==> config.mk <==
export PLATFORM = sky130hd
export DESIGN_NAME = legv8_mc_control_flat
export DESIGN_NICKNAME = d
export VERILOG_FILES = /design/src/rtl/legv8_pkg.sv /design/src/rtl/legv8_mc_control_if.sv /design/src/rtl/legv8_mc_control.sv /design/src/flat_wrapper.sv
export SDC_FILE = /design/constraint.sdc
export NUM_CORES = 1
export LEC_CHECK = 0
export ABC_AREA = 0
export BUFFER_PORTS_ARGS = -buffer_cell sky130_fd_sc_hd__buf_4
export CORE_MARGIN = 4
export CORE_UTILIZATION = 44
export DETAILED_ROUTE_END_ITERATION = 12
export PLACE_DENSITY = 0.74
export SLEW_MARGIN = 0
export SYNTH_ARGS = -nofsm -noshare
export SYNTH_HDL_FRONTEND = slang
export SYNTH_SLANG_ARGS = --single-unit
==> constraint.sdc <==
create_clock -name clk -period 1.5 [get_ports clk]
set_clock_uncertainty 0.1 [all_clocks]
set_input_delay 0.225 -clock clk [delete_from_list [all_inputs] [get_ports clk]]
set_output_delay 0.225 -clock clk [all_outputs]
set_load 0.03 [all_outputs]
==> src/rtl/legv8_pkg.sv <==
// Shared definitions for the LEGv8 multicycle control path: opcodes, instruction classes,
// FSM states and AluOp encodings.
package legv8_pkg;

    localparam logic [10:0] OpAdd  = 11'b10001011000;
    localparam logic [10:0] OpSub  = 11'b11001011000;
    localparam logic [10:0] OpAnd  = 11'b10001010000;
    localparam logic [10:0] OpOrr  = 11'b10101010000;
    localparam logic [10:0] OpLdur = 11'b11111000010;
    localparam logic [10:0] OpStur = 11'b11111000000;
    localparam logic [7:0]  OpCbzHi = 8'b10110100;
    localparam logic [5:0]  OpBHi   = 6'b000101;

    typedef enum logic [1:0] {
        AluOpMem   = 2'b00,
        AluOpCbz   = 2'b01,
        AluOpRtype = 2'b10
    } aluop_e;

    typedef enum logic [2:0] {
        ClsNone,
        ClsRtype,
        ClsLdur,
        ClsStur,
        ClsCbz,
        ClsB,
        ClsIllegal
    } instr_class_e;

    typedef enum logic [2:0] {
        StFetch,
        StDecode,
        StExec,
        StMem,
        StWb,
        StFault
    } state_e;

    function automatic instr_class_e decode_class(input logic [10:0] op);
        instr_class_e cls;
        if (op == OpAdd || op == OpSub || op == OpAnd || op == OpOrr) begin
            cls = ClsRtype;
        end else if (op == OpLdur) begin
            cls = ClsLdur;
        end else if (op == OpStur) begin
            cls = ClsStur;
        end else if (op[10:3] == OpCbzHi) begin
            cls = ClsCbz;
        end else if (op[10:5] == OpBHi) begin
            cls = ClsB;
        end else begin
            cls = ClsIllegal;
        end
        return cls;
    endfunction

endpackage

==> src/rtl/legv8_mc_control_if.sv <==
// Instruction/data memory handshake between the control FSM (master) and the memories (slave).
interface legv8_mc_control_if;

    logic imem_req;
    logic imem_ready;
    logic dmem_req;
    logic dmem_ready;
    logic MemRead;
    logic MemWrite;

    modport master (
        output imem_req,
        output dmem_req,
        output MemRead,
        output MemWrite,
        input  imem_ready,
        input  dmem_ready
    );

    modport slave (
        input  imem_req,
        input  dmem_req,
        input  MemRead,
        input  MemWrite,
        output imem_ready,
        output dmem_ready
    );

endinterface

==> src/rtl/legv8_mc_control.sv <==
// Multicycle main control FSM for the LEGv8 core: sequences fetch/decode/execute/memory/
// writeback, drives datapath strobes and AluOp, and raises a sticky fault.
module legv8_mc_control
    import legv8_pkg::*;
#(
    parameter int unsigned WAIT_MAX = 16,
    parameter int unsigned CNT_W    = 5
) (
    input  logic                       clk,
    input  logic                       rst,
    input  logic [10:0]                opcode,
    input  logic                       zero,
    legv8_mc_control_if.master         mem,
    output logic                       IrWrite,
    output logic                       PcWrite,
    output logic                       PcSrc,
    output logic                       Reg2Loc,
    output logic                       AluSrc,
    output logic [1:0]                 AluOp,
    output logic                       MemtoReg,
    output logic                       RegWrite,
    output logic                       retire,
    output logic                       fault
);

    localparam logic [CNT_W-1:0] WaitLimit = CNT_W'(WAIT_MAX);

    state_e             state_q, state_d;
    instr_class_e       cls_q, cls_d;
    logic [CNT_W-1:0]   cnt_q, cnt_d;

    always_ff @(posedge clk or posedge rst) begin
        if (rst) begin
            state_q <= StFetch;
            cls_q   <= ClsNone;
            cnt_q   <= '0;
        end else begin
            state_q <= state_d;
            cls_q   <= cls_d;
            cnt_q   <= cnt_d;
        end
    end

    always_comb begin
        state_d      = state_q;
        cls_d        = cls_q;
        // Counter only survives while a request keeps waiting; every other path clears it.
        cnt_d        = '0;
        mem.imem_req = 1'b0;
        mem.dmem_req = 1'b0;
        mem.MemRead  = 1'b0;
        mem.MemWrite = 1'b0;
        IrWrite      = 1'b0;
        PcWrite      = 1'b0;
        PcSrc        = 1'b0;
        Reg2Loc      = 1'b0;
        AluSrc       = 1'b0;
        AluOp        = AluOpMem;
        MemtoReg     = 1'b0;
        RegWrite     = 1'b0;
        retire       = 1'b0;
        fault        = 1'b0;

        unique case (state_q)
            StFetch: begin
                mem.imem_req = 1'b1;
                if (mem.imem_ready) begin
                    IrWrite = 1'b1;
                    PcWrite = 1'b1;
                    state_d = StDecode;
                end else if (cnt_q == WaitLimit) begin
                    state_d = StFault;
                end else begin
                    cnt_d = cnt_q + 1'b1;
                end
            end

            StDecode: begin
                cls_d   = decode_class(opcode);
                state_d = (cls_d == ClsIllegal) ? StFault : StExec;
            end

            StExec: begin
                unique case (cls_q)
                    ClsRtype: begin
                        AluOp   = AluOpRtype;
                        state_d = StWb;
                    end
                    ClsLdur, ClsStur: begin
                        AluOp   = AluOpMem;
                        AluSrc  = 1'b1;
                        Reg2Loc = 1'b1;
                        state_d = StMem;
                    end
                    ClsCbz: begin
                        AluOp   = AluOpCbz;
                        Reg2Loc = 1'b1;
                        PcWrite = zero;
                        PcSrc   = 1'b1;
                        retire  = 1'b1;
                        state_d = StFetch;
                    end
                    ClsB: begin
                        PcWrite = 1'b1;
                        PcSrc   = 1'b1;
                        retire  = 1'b1;
                        state_d = StFetch;
                    end
                    default: state_d = StFault;
                endcase
            end

            StMem: begin
                mem.dmem_req = 1'b1;
                mem.MemRead  = (cls_q == ClsLdur);
                mem.MemWrite = (cls_q == ClsStur);
                AluOp        = AluOpMem;
                AluSrc       = 1'b1;
                if (mem.dmem_ready) begin
                    if (cls_q == ClsLdur) begin
                        state_d = StWb;
                    end else begin
                        retire  = 1'b1;
                        state_d = StFetch;
                    end
                end else if (cnt_q == WaitLimit) begin
                    state_d = StFault;
                end else begin
                    cnt_d = cnt_q + 1'b1;
                end
            end

            StWb: begin
                RegWrite = 1'b1;
                MemtoReg = (cls_q == ClsLdur);
                // Keep the EXEC operand selection so the ALU result stays stable for writeback.
                if (cls_q == ClsLdur) begin
                    AluOp  = AluOpMem;
                    AluSrc = 1'b1;
                end else begin
                    AluOp  = AluOpRtype;
                end
                retire  = 1'b1;
                state_d = StFetch;
            end

            StFault: begin
                fault = 1'b1;
            end

            default: state_d = StFault;
        endcase
    end

endmodule

==> src/flat_wrapper.sv <==
// flat-port wrapper written by rule: the top's interface ports become plain ports
module legv8_mc_control_flat import legv8_pkg::*;
#(
    parameter int unsigned WAIT_MAX = 16,
    parameter int unsigned CNT_W    = 5
)
  (clk, rst, opcode, zero, IrWrite, PcWrite, PcSrc, Reg2Loc, AluSrc, AluOp, MemtoReg, RegWrite, retire, fault, mem_imem_req, mem_dmem_req, mem_MemRead, mem_MemWrite, mem_imem_ready, mem_dmem_ready);
  legv8_mc_control_if mem_i ();
  input  logic clk;
  input  logic rst;
  input  logic [10:0] opcode;
  input  logic zero;
  output logic IrWrite;
  output logic PcWrite;
  output logic PcSrc;
  output logic Reg2Loc;
  output logic AluSrc;
  output logic [1:0] AluOp;
  output logic MemtoReg;
  output logic RegWrite;
  output logic retire;
  output logic fault;
  output wire logic [$bits(mem_i.imem_req)-1:0] mem_imem_req;
  output wire logic [$bits(mem_i.dmem_req)-1:0] mem_dmem_req;
  output wire logic [$bits(mem_i.MemRead)-1:0] mem_MemRead;
  output wire logic [$bits(mem_i.MemWrite)-1:0] mem_MemWrite;
  input wire logic [$bits(mem_i.imem_ready)-1:0] mem_imem_ready;
  input wire logic [$bits(mem_i.dmem_ready)-1:0] mem_dmem_ready;
  assign mem_imem_req = mem_i.imem_req;
  assign mem_dmem_req = mem_i.dmem_req;
  assign mem_MemRead = mem_i.MemRead;
  assign mem_MemWrite = mem_i.MemWrite;
  assign mem_i.imem_ready = mem_imem_ready;
  assign mem_i.dmem_ready = mem_dmem_ready;
  legv8_mc_control #(.WAIT_MAX(WAIT_MAX), .CNT_W(CNT_W)) u_core (.clk(clk), .rst(rst), .opcode(opcode), .zero(zero), .mem(mem_i), .IrWrite(IrWrite), .PcWrite(PcWrite), .PcSrc(PcSrc), .Reg2Loc(Reg2Loc), .AluSrc(AluSrc), .AluOp(AluOp), .MemtoReg(MemtoReg), .RegWrite(RegWrite), .retire(retire), .fault(fault));
endmodule
==> key figures, run 1 <==
STA
  • Post-layout min period: 1.95 ns
  • Setup Viol. Count Final: 26
  • Slew Viols, Final: 0
  • RSZ-0062 raised after global routing: yes
  • Worst-Margin Slew: 0.581 ns
  • Fmax: 514 MHz
  • Setup ws final: -0.445 ns
  • Slew headroom: between 60% and 70%
  • Hold Fails Final Rpt: 0
  • Final period util: 130%

CTS
  • Clock-pin slew on the worst setup and hold paths: about 0.070 ns
  • Htree depth: 1
  • Root Buffer: clkbuf_4
  • TritonCTS clock tree: yes
  • Sink Count: 11
  • Worst-skew pair later-pin latency: roughly 0.28 ns
  • Cts bufs inserted: 3
  • Max Buffers Root-to-Sink: 2

Die
  • Chip height: 54.1 um
  • Ports: 31
  • Rows: 16
  • Die area: 2930 um2
  • Chip Width: ~54 um
  • Core area: 1980 um2
  • Initial Util: 47.2%

Power
  • Clock power share: 35.3%
  • Internal Power: around 440 uW
  • LEAKAGE: approximately 0.0009 uW
  • PD cells: 313 nW/um2
  • Sw Share: 26.2%
  • NetSw: 158 uW
  • Logic gate share of total power: 15.3%
  • Worst vdd ir: 505 uV
  • Flop pwr share: 49.4%

Status
  • Status: finished, violations left
  • Failing checks: setup timing

Worst setup path
  • CP required: around 1.2 ns
  • WS Path Type: reg -> out
  • CP Max Fanout: 3
  • CP Launch Type: flop
  • CP arrival: 1.62 ns
  • Critical Path Sink Type: primary output

Finish
  • Layout Cells excl Fill: 213
  • P&R area growth vs syn: 105%
  • ANT cells: 0
  • Layout cells sized above 1: 71.0%
  • Final nets: 205
  • Number of fill cells: 34

Logic synthesis
  • Area leader, netlist: dfrtp_1
  • Seq/Total Area, Yosys: 29.4%
  • Top cell type's share of synthesized area: 29.4%
  • Synthesized Nets: 129
  • Yosys cell types: 47
  • Count leader, synth: dfrtp_1
  • Main flop type after synthesis: dfrtp_1
  • Number of synthesized flops with an enable pin: 0
  • Mapped cell area: 936 um2
  • Ys Warns: 0
  • Largest cells by area after synthesis: dfrtp_1, nand2b_1, a21oi_1
  • Yosys reg bits: 11
  • Ys async rst share: 100%
  • Cell count after synthesis: ~110
  • Commonest cells in the netlist: dfrtp_1, inv_1, a21oi_1
  • Syn avg cell area: 8.43 um2

GRT
  • Initial antenna violation count: 0
  • Vias in the first global route: 1190
  • Largest net degree at the start of global routing: 12
  • Total GRT Usage: around a quarter
  • First-pass GRT wire length: 5440 um
  • Total grt overflow: 0

Drt
  • Vias per Instance: 6.54
  • Final WL: 5350 um
  • DR pass1 iterations: 5
  • Via count: about 1400
  • DRT iter0 DRCs: 71
  • Number of remaining DRC errors: 0
  • Antenna Nets Post-Route: 0
  • Routed length per instance: 25.1 um

Placement
  • GPL Wtd Cong: 0.841
  • Pre-CTS WS: -0.124 ns
  • I/O Buffers: 30
  • Final HPWL DP: 2170 um
  • Placed cell count: 191

Flow run
  • Max Cap Violations: 0

Hold path
  • Tightest Hold Check Type: in -> reg
## power by group through the flow
stage                     combinational (uW)  sequential, uW  clock [uW]
after CTS                               80.9             297         208
after detailed placement                77.4             303           0
after global routing                    95.3             297         222
final                                   92.1             297         212
after global placement                  74.5             303           0
after floorplan                         27.0             303           0
## final timing paths
| path | start | endpoint | slack, ns | cells past startpoint |
|---|---|---|---|---|
| hold reg to reg | u_core.cnt_q[4]$_DFF_PP0_ | u_core.cnt_q[4]$_DFF_PP0_ | 0.55 | 2 |
| min in group asynchronous | rst | u_core.cnt_q[3]$_DFF_PP0_ | 0.39 | 3 |
| setup reg to reg | u_core.state_q[0]$_DFFE_PP0N_ | u_core.cls_q[0]$_DFFE_PP0N_ | -0.30 | 8 |
| max in group asynchronous | rst | u_core.state_q[0]$_DFFE_PP0N_ | 0.59 | 3 |
| hold / removal | opcode[1] | u_core.cls_q[0]$_DFFE_PP0N_ | 0.19 | 4 |
| setup / recovery | u_core.cls_q[0]$_DFFE_PP0N_ | mem_MemRead | -0.45 | 4 |
## per-stage QoR
step | utilization [%] | power (uW) | setup TNS, ns | hold slack, ns | cell area [um2]
after floorplan | - | 330 | -0.904 | -0.0226 | 1050
after global placement | 74.2 | 377 | -0.341 | 0.136 | 1470
after detailed placement | 74.2 | 380 | -0.608 | 0.146 | 1470
after CTS | 86.9 | 585 | -3.36 | 0.153 | 1720
after global routing | 96.9 | 615 | -7.48 | 0.202 | 1920
final | 96.9 | 601 | -6.86 | 0.193 | 1920
## repair_timing
item | in CTS | in global routing
setup buffers | 11 | 10
endpoints found under the hold margin | 11 | 0
pin swaps | 9 | 11
endpoints found under the setup margin | 20 | 26
hold buffers | 1 | 0
resized for setup | 36 | 39
## sequential cells by signal (all words and copies together) (netlist names)
register        cells
u_core.cls_q        3
u_core.state_q      3
u_core.cnt_q        5
## logic make-up (layout without fill, tap and decap cells)
family                   after synthesis  in the layout  synth area share [%]
multiplexers                           1              1                  1.60
XOR/XNOR                               3              3                  2.81
flip-flops                            11             11                  29.4
adder cells (fa/ha/maj)                2              2                  2.67
AND/OR/NAND/NOR                       49             49                  33.2
buffers and inverters                 15             90                  6.82
AO/OA/AOI/OAI                         30             30                  23.5
## critical path, stage by stage, from the launching register on
cell and delay, ns:
dfrtp_1 0.42, or3b_4 0.44, buf_4 0.17, nor2_1 0.13
buf_4 0.18
## cell usage in the layout, fill, tap and decap left out, drive strengths merged, types with 2 or more instances in the layout
| master | count |
|---|---|
| buf | 75 |
| dfrtp | 11 |
| inv | 10 |
| a21oi | 8 |
| nor3 | 7 |
| nand2b | 7 |
| nor2 | 7 |
| o21ai | 6 |
| nand2 | 5 |
| and2 | 4 |
| clkbuf | 4 |
| nand3 | 3 |
| nor4 | 3 |
| nor2b | 2 |
| a31o | 2 |
| xnor2 | 2 |
| ha | 2 |
| nor4bb | 2 |
| or3b | 2 |
## metal layers
layer	track usage, %	vias to the layer above	wire, um
met2	47.2	132	2600
met1	29.7	659	1800
li1	-	553	-
met4	12.4	0	367
met3	2.49	48	579
met5	0	-	0
## cell type report
| type | count | area, um2 | area share [%] |
|---|---|---|---|
| Timing Repair Buffer | 76 | 698 | 36.4 |
| Multi-Input combinational cell | 85 | 845 | 44.0 |
| Inverter | 10 | 40.0 | 2.08 |
| Clock buffer | 4 | 26.3 | 1.37 |
| Sequential cell | 11 | 278 | 14.5 |
| Tap cell | 27 | 33.8 | 1.76 |
(Power assumes the default switching activity.)
==> run 2, diff against run 1 <==
- ABC_AREA: 0 -> 1
==> key figures, run 2 <==
Logic synthesis
  • Top cell type's share of synthesized area: 30.6%
  • Ys async rst share: 100%
  • Largest cells by area after synthesis: dfrtp_1, nand2_1, nor2_1
  • Yosys cell types: 21
  • Number of synthesized flops with an enable pin: 0
  • Synthesized Nets: 167
  • Yosys reg bits: 11
  • Ys Warns: 0
  • Seq/Total Area, Yosys: 30.6%
  • Cell count after synthesis: ~150
  • Commonest cells in the netlist: nand2_1, nor2_1, inv_1, nand3_1, dfrtp_1
  • Syn avg cell area: 6.05 um2
  • Area leader, netlist: dfrtp_1
  • Main flop type after synthesis: dfrtp_1
  • Mapped cell area: 901 um2
  • Count leader, synth: nand2_1

CTS
  • Clock-pin slew on the worst setup and hold paths: around 0.080 ns
  • Worst-skew pair later-pin latency: 0.27 ns
  • Cts bufs inserted: 3
  • Max Buffers Root-to-Sink: 2
  • Root Buffer: clkbuf_4
  • TritonCTS clock tree: yes
  • Htree depth: 1
  • Sink Count: 11

STA
  • Fmax: 543 MHz
  • Worst-Margin Slew: between 0.4 and 0.5 ns
  • Slew headroom: a little under three quarters
  • Hold Fails Final Rpt: 0
  • Final period util: 123%
  • Worst Hold Margin: between 0.2 and 0.3 ns
  • RSZ-0062 raised after global routing: yes
  • Post-layout min period: 1.84 ns
  • Slew Viols, Final: 0
  • Setup Viol. Count Final: 18
  • Setup ws final: -0.340 ns

Finish
  • Biggest regs: u_core.cnt_q: 5 flops, u_core.cls_q: 3 flops, u_core.state_q: 3 flops
  • Most frequent cells in the layout: buf_4, nand2_1, nor2_1, inv_1, buf_6
  • Multi-input gate area: 734 um2
  • P&R area growth vs syn: 92.4%
  • FF/Latch Area: 277 um2
  • Layout cells sized above 1: between 50% and 60%
  • Biggest register: u_core.cnt_q
  • Most common cell after layout, fill and taps aside: buf_4
  • Layout Cells excl Fill: 243
  • Max reg flops: 5
  • Post-layout util: between 80% and 90%
  • Number of fill cells: 99
  • ANT cells: 0
  • Final nets: 235

Worst setup path
  • CP Max Fanout: 3
  • WS Path Type: reg -> out
  • Crit-path slowest cell: dfrtp_1
  • Setup slack, reg-to-reg: -0.09 ns
  • Critical Path Max Stage Delay: roughly 0.44 ns
  • CP Launch Type: flop
  • CP top delay family: buffers and inverters
  • CP arrival: about 1.5 ns
  • Crit path buf inv count: 4
  • Critical Path Sink Type: primary output
  • Crit-path cells: nor2_2 > buf_4 > nand2_1 > inv_2 > nand2_1 > inv_1 > buf_4
  • CP required: 1.17 ns

Placement
  • Placed cell count: about 220
  • GPL Wtd Cong: between 0.7 and 0.8
  • I/O Buffers: 30
  • Final HPWL DP: 2080 um

Hold path
  • Tightest Hold Check Type: in -> reg

GRT
  • Initial antenna violation count: 0
  • Vias in the first global route: around 1200
  • Met1 Usage GRT: approximately a fifth
  • Total grt overflow: 0
  • First-pass GRT wire length: between 4000 and 5000 um
  • Met2 Use GR: 44.1%
  • GRT Max-Usage Layer: met2
  • Total GRT Usage: a little under a quarter
  • Largest net degree at the start of global routing: 12
  • GR Util met3: 5.63%

Drt
  • Antenna Nets Post-Route: 0
  • DRT iter0 DRCs: 44
  • Routed length per instance: around 16 um
  • Number of remaining DRC errors: 0
  • Final WL: just under 4000 um
  • Vias per Instance: 5.63
  • DR pass1 iterations: 5
  • Via count: 1368

Die
  • Core area: 1960 um2
  • Chip height: roughly 53 um
  • Die area: 2840 um2
  • Ports: 31
  • Rows: 16
  • Chip Width: 53.3 um
  • Initial Util: a little under half

Power
  • Total power: approximately 2600 uW
  • LEAKAGE: just over 0.0009 uW
  • PD cells: 1520 nW/um2
  • Worst vdd ir: 1060 uV

Flow run
  • Max Cap Violations: 0

Status
  • Status: finished, violations left
  • Failing checks: setup timing
run 2: cell count changes in the layout (fill, tap and decap cells not counted), sizes merged, moves of 2 or more:
cell,delta
and2,-3
nor2b,-2
nor2,+24
nor3,-3
nor4,-3
inv,+20
nor4bb,-2
xnor2,-2
or3b,-2
a31o,-2
nand3,+14
buf,-13
nand2,+27
nand2b,-7
run 2: metal layers:
layer  wire length, um  vias to the layer above
met3               342                       38
li1                  -                      602
met1              1260                      628
met5                 0                        -
met4               294                        0
met2              1990                      100
run 2: tightest hold or removal path, delay by kind of cell:
family,cells,cell delay (ns)
AOI/OAI and AO/OA,1,0.06
buffers and inverters,2,0.18
and+or+nand+nor,2,0.14
run 2: timing repair:
item	in CTS	in global routing
gates resized for setup	24	31
setup buffers	8	7
endpoints found under the setup margin	16	26
endpoints found under the hold margin	11	0
pin swaps	4	15
gates cloned	0	0
hold buffers	1	0
run 2: cell families after synthesis:
group,share of synthesized area [%]
AOI/OAI and AO/OA,10.1
xor gates and xnor gates,1.94
adders and majority gates,2.78
buffers and inverters,12.9
DFF,30.6
and+or+nand+nor,41.7
run 2: final cells by class:
cell class / instances / area share, %
tap: 27 / 1.95
clock buffer: 4 / 1.52
sequential: 11 / 16.0
multi-input combinational: 107 / 42.4
timing repair buffer: 63 / 31.0
inverter: 31 / 7.22
run 2: worst paths after layout:
path | startpoint | to | depth (start not counted)
setup / recovery | u_core.state_q[0]$_DFFE_PP0N_ | IrWrite | 7
hold / removal | mem_dmem_ready | u_core.state_q[2]$_DFFE_PP0N_ | 5
setup reg to reg | u_core.state_q[2]$_DFFE_PP0N_ | u_core.cnt_q[4]$_DFF_PP0_ | 9
hold reg to reg | u_core.cnt_q[4]$_DFF_PP0_ | u_core.cnt_q[4]$_DFF_PP0_ | 2
max in group asynchronous | rst | u_core.state_q[1]$_DFFE_PP0N_ | 3
min in group asynchronous | rst | u_core.cls_q[1]$_DFFE_PP0N_ | 3
run 2: power by group:
part | internal (uW) | switching, uW
combinational | 829 | 1120
sequential | 379 | 89.6
clock | 103 | 110
total | 1310 | 1320
run 2: per-stage QoR:
step	setup TNS [ns]	worst slack, ns	cell area, um2
CTS	-2.15	-0.233	1580
global placement	0	0.00145	1380
global route	-4.92	-0.412	1730
detailed placement	-0.111	-0.0401	1380
floorplan	-0.542	-0.124	983
finish	-3.76	-0.340	1730
